--- src/rtl/mux_sel_sequencer.sv ---
// -----------------------------------------------------------------------------
// mux_sel_sequencer
//
// Upstream control stage for the 8:1 mux (A[7:0], S[2:0] -> Y). Accepts one
// byte per valid/ready handshake, holds it on A and steps S through 0..7, one
// step every DIV clocks. The mux decodes S=0 -> A[7] and S=7 -> A[0], so the
// byte appears on Y MSB-first.
//
// Parameters
//   DIV  clocks per bit period, 1..256
//   CW   divider counter width, 2**CW >= DIV
//
// Ports
//   clk         rising-edge clock
//   rst_n       asynchronous active-low reset
//   in_data     byte to serialise
//   in_valid    in_data is valid
//   in_ready    block can accept a byte this cycle
//   clr         synchronous abort back to IDLE (A is kept)
//   A           held byte, to mux A input
//   S           bit select, to mux S input
//   bit_strobe  pulse in the last cycle of each bit period
//   bit_first   S==0 while busy
//   bit_last    S==7 while busy
//   busy        state is SHIFT
//   done        pulse coinciding with the strobe of bit 7
// -----------------------------------------------------------------------------
module mux_sel_sequencer #(
   parameter int unsigned DIV = 4,
   parameter int unsigned CW  = 8
) (
   input  logic       clk,
   input  logic       rst_n,
   input  logic [7:0] in_data,
   input  logic       in_valid,
   output logic       in_ready,
   input  logic       clr,
   output logic [7:0] A,
   output logic [2:0] S,
   output logic       bit_strobe,
   output logic       bit_first,
   output logic       bit_last,
   output logic       busy,
   output logic       done
);

   typedef enum logic {
      IDLE  = 1'b0,
      SHIFT = 1'b1
   } state_t;

   localparam logic [CW-1:0] DIV_LAST = CW'(DIV - 1);

   state_t        state;
   logic [7:0]    a_q;
   logic [2:0]    s_q;
   logic [CW-1:0] div_cnt;

   logic          period_end;
   logic          accept;

   // All handshake/strobe outputs are decoded from registered state; clr
   // only masks them so an abort cycle never looks like a completed bit.
   always_comb begin
      period_end = (state == SHIFT) && (div_cnt == DIV_LAST);
      bit_strobe = period_end && !clr;
      done       = bit_strobe && (s_q == 3'd7);
      // Ready in IDLE, or on the final strobe so the next byte follows
      // without a gap cycle.
      in_ready   = (state == IDLE) || done;
      accept     = in_valid && in_ready && !clr;
   end

   always_ff @(posedge clk or negedge rst_n) begin
      if (!rst_n) begin
         state   <= IDLE;
         a_q     <= '0;
         s_q     <= '0;
         div_cnt <= '0;
      end else if (clr) begin
         state   <= IDLE;
         s_q     <= '0;
         div_cnt <= '0;
      end else if (accept) begin
         state   <= SHIFT;
         a_q     <= in_data;
         s_q     <= '0;
         div_cnt <= '0;
      end else if (state == SHIFT) begin
         if (period_end) begin
            div_cnt <= '0;
            // 3-bit wrap returns S to 0 after bit 7.
            s_q     <= s_q + 3'd1;
            if (s_q == 3'd7) begin
               state <= IDLE;
            end
         end else begin
            div_cnt <= div_cnt + CW'(1);
         end
      end
   end

   always_comb begin
      A         = a_q;
      S         = s_q;
      busy      = (state == SHIFT);
      bit_first = (state == SHIFT) && (s_q == 3'd0);
      bit_last  = (state == SHIFT) && (s_q == 3'd7);
   end

endmodule

--- config.mk ---
export PLATFORM = sky130hd
export DESIGN_NAME = mux_sel_sequencer
export DESIGN_NICKNAME = d
export VERILOG_FILES = /design/src/rtl/mux_sel_sequencer.sv
export SDC_FILE = /design/constraint.sdc
export NUM_CORES = 1
export LEC_CHECK = 0
export CAP_MARGIN = 20
export CORE_MARGIN = 3
export CORE_UTILIZATION = 46
export CTS_CLUSTER_DIAMETER = 120
export CTS_CLUSTER_SIZE = 40
export DETAILED_ROUTE_END_ITERATION = 10
export GPL_TIMING_DRIVEN = 0
export PLACE_DENSITY = 0.78
export SYNTH_ARGS = -nofsm -noshare
export SYNTH_HDL_FRONTEND = slang
export SYNTH_SLANG_ARGS = --single-unit
--- constraint.sdc ---
create_clock -name clk -period 3.4 [get_ports clk]
set_input_delay 0.51 -clock clk [delete_from_list [all_inputs] [get_ports clk]]
set_output_delay 0.51 -clock clk [all_outputs]
set_load 0.1 [all_outputs]
==> flow_summary.json <==
{
  "crit_path_start_kind": "flop",
  "fin_crit_sh_pct": 94.1,
  "num_rows": 16,
  "ys_seq_elements": 20,
  "vias": 801,
  "hold_viol": 0,
  "dieArea_um2": 2770,
  "gp_congestion": 0.853,
  "portBuffers": 28,
  "track_usage_pct": 16.7,
  "syn_to_final_growth_pct": 36.6,
  "grt_antenna_before_repair": 0,
  "hold_class": "reg2reg",
  "synth_largest_area_cell": "dfrtp_1",
  "grt_overflow": 0,
  "clockRootBuffer": "clkbuf_4",
  "slew_headroom_pct": 34.7,
  "die_w_um": 52.7,
  "setup.worst_path.class": "reg2out",
  "min_path_cells": 1,
  "drv_cap": 0,
  "critical_path.top_delay_family": "buffers and inverters",
  "core-area_um2": 2000,
  "grt_pass1_vias": 792,
  "yosysWarnings": 0,
  "clk_pin_slew_ns": 0.12,
  "power.density_nw_per_um2": 487,
  "arrival_ns": 2.69,
  "status": "finished, final reports clean",
  "dr.pass1.iters": 4,
  "drc": 0,
  "fin_area_um2": 1370,
  "place_hpwl_um": 1600,
  "rsz0062_at_grt": "no",
  "synth_area_leaders": "dfrtp_1, mux2_2, ha_1, nand2_1, xnor2_1",
  "wl_per_cell_um": 13.8,
  "worstMarginPinSlew_ns": 0.977,
  "synth_cells": 94,
  "totalWireLength_um": 2110,
  "cts_tree": "built",
  "synth_ff_type": "dfrtp_1",
  "p_leak_nw": 0.588,
  "postCtsSetupRepairBufs": 0,
  "yosysSeqAreaShare_pct": 49.9,
  "clock_sinks": 20,
  "cts_max_level": 1,
  "die_h_um": 52.7,
  "cts_made_buffers": 3,
  "critPathMaxStageDelay_ns": 1.14,
  "synth_edf_count": 0,
  "pin_count": 29,
  "drive_above_1_share_pct": 16.7,
  "crit_slowest_cell": "clkdlybuf4s50_1",
  "yosysTopAreaCellShare_pct": 49.9,
  "setup_tns_ns": 0,
  "peakVddDrop_uv": 349,
  "vias_per_cell": 5.24,
  "worstSkewPairLatency_ns": 0.29,
  "place_area_um2": 1330,
  "nets": 143,
  "synth_cell_types": 26,
  "syn-mean-instance-area_um2": 10.7,
  "cp_max_fo": 4,
  "grt_pass1_wl_um": 3390,
  "worstPathRequired_ns": 2.89,
  "initialDrtViolationCount": 24,
  "syn_nets": 110,
  "rr_worst_depth": 5,
  "cts_buffer_depth": 2,
  "start_util_pct": 50.1,
  "min_period_ns": 3.20,
  "max_freq_ghz": 0.312,
  "endpoint_kind": "output pin",
  "worst-path-stages": 5,
  "grt_max_degree": 21,
  "slew_violations": 0,
  "setup_violations": 0,
  "fin_worst_skew_ns": 0.00424,
  "ant_nets": 0,
  "path_cells": "ha_1 -> nor4b_4 -> nand4_1 -> nor2_1 -> clkdlybuf4s50_1",
  "crit_buf_inv": 1,
  "n_antenna_cell": 0,
  "synth.cell_area_um2": 1000,
  "ys_async_sr_fraction_pct": 100
}
report_power, final:
group / leakage (nW) / internal, mW / switching, mW
Sequential: 0.258 / 0.259 / 0.0119
Combinational: 0.309 / 0.0661 / 0.193
Clock: 0.0210 / 0.0652 / 0.0723
per-layer routing:
layer  vias to the layer above  track usage, %  wire length [um]  share of wire (%)
met3                         2            5.98               158                7.5
met5                         -               0                 0                  0
met2                        29            28.5              1080                 51
met1                       383            19.1               858                 41
li1                        387               -                 -                  -
met4                         0            5.53                11               0.52
cells in the mapped netlist, types with 2 or more instances:
master / n
dfrtp_1: 20
nand2_1: 12
nor2_1: 9
mux2_2: 8
a21oi_1: 5
inv_1: 5
nand3_1: 5
ha_1: 4
xnor2_1: 4
nor3_1: 3
nand2b_1: 2
nand4_1: 2
o21ai_0: 2
metrics by stage:
step           util (%)  power [mW]  std cells  hold WS (ns)  setup slack, ns
2_1_floorplan         -       0.463         94         0.214          0.00438
3_3_place_gp       66.5       0.532        149         0.487            0.322
3_5_place_dp       66.5       0.536        149         0.496            0.285
4_1_cts            68.3       0.676        153         0.527           0.0564
5_1_grt            68.4       0.695        153         0.544           0.0442
6_report           68.4       0.667        153         0.523            0.200
cells by family (layout without fill, tap and decap cells):
kind of cell             Yosys count  in the layout  share of synthesized area, %
AND/OR/NAND/NOR                   41             41                          23.1
flip-flops                        20             20                          49.9
AO/OA/AOI/OAI                     10             10                          6.24
multiplexers                       8              8                          8.99
buffers and inverters              6             38                          2.37
XOR/XNOR                           5              5                          4.37
adder cells (fa/ha/maj)            4              4                          4.99
cell type report:
type	instances	area, um2
inverters	5	18.8
plain buffers	1	5.00
fillers	152	633
clock buffers	4	36.3
well taps	27	33.8
repair buffers	28	282
multi-input cells	68	492
flip-flops and latches	20	502
state kept, by name, summed over array words and instances, names as in the netlist:
register and cells:
div_cnt 8, S 3, busy 1, A 8
worst paths after layout:
path | from | endpoint | slack (ns)
hold / removal | A[7] | A[7] | 0.52
min in group asynchronous | rst_n | div_cnt[2] | 0.70
setup reg to reg | S[0] | A[1] | 1.67
hold reg to reg | A[7] | A[7] | 0.52
max in group asynchronous | rst_n | S[1] | 2.10
setup / recovery | div_cnt[0] | bit_strobe | 0.20
cell usage in the layout, fill, tap and decap left out, drive strengths merged, types with 2 or more instances in the layout:
master	instances
or3	2
ha	4
a21oi	5
clkbuf	5
o21ai	2
xnor2	4
nand3	5
dfrtp	20
nor3	3
clkdlybuf4s50	26
nand4	2
nand2b	2
nand2	12
mux2	8
nor2	9
inv	5
what timing repair did:
item	in CTS	in global routing
pin swaps	0	0
gates cloned	0	0
hold buffers	0	0
setup endpoints to repair	1	1
resized for setup	1	1
(Power assumes the default switching activity.)
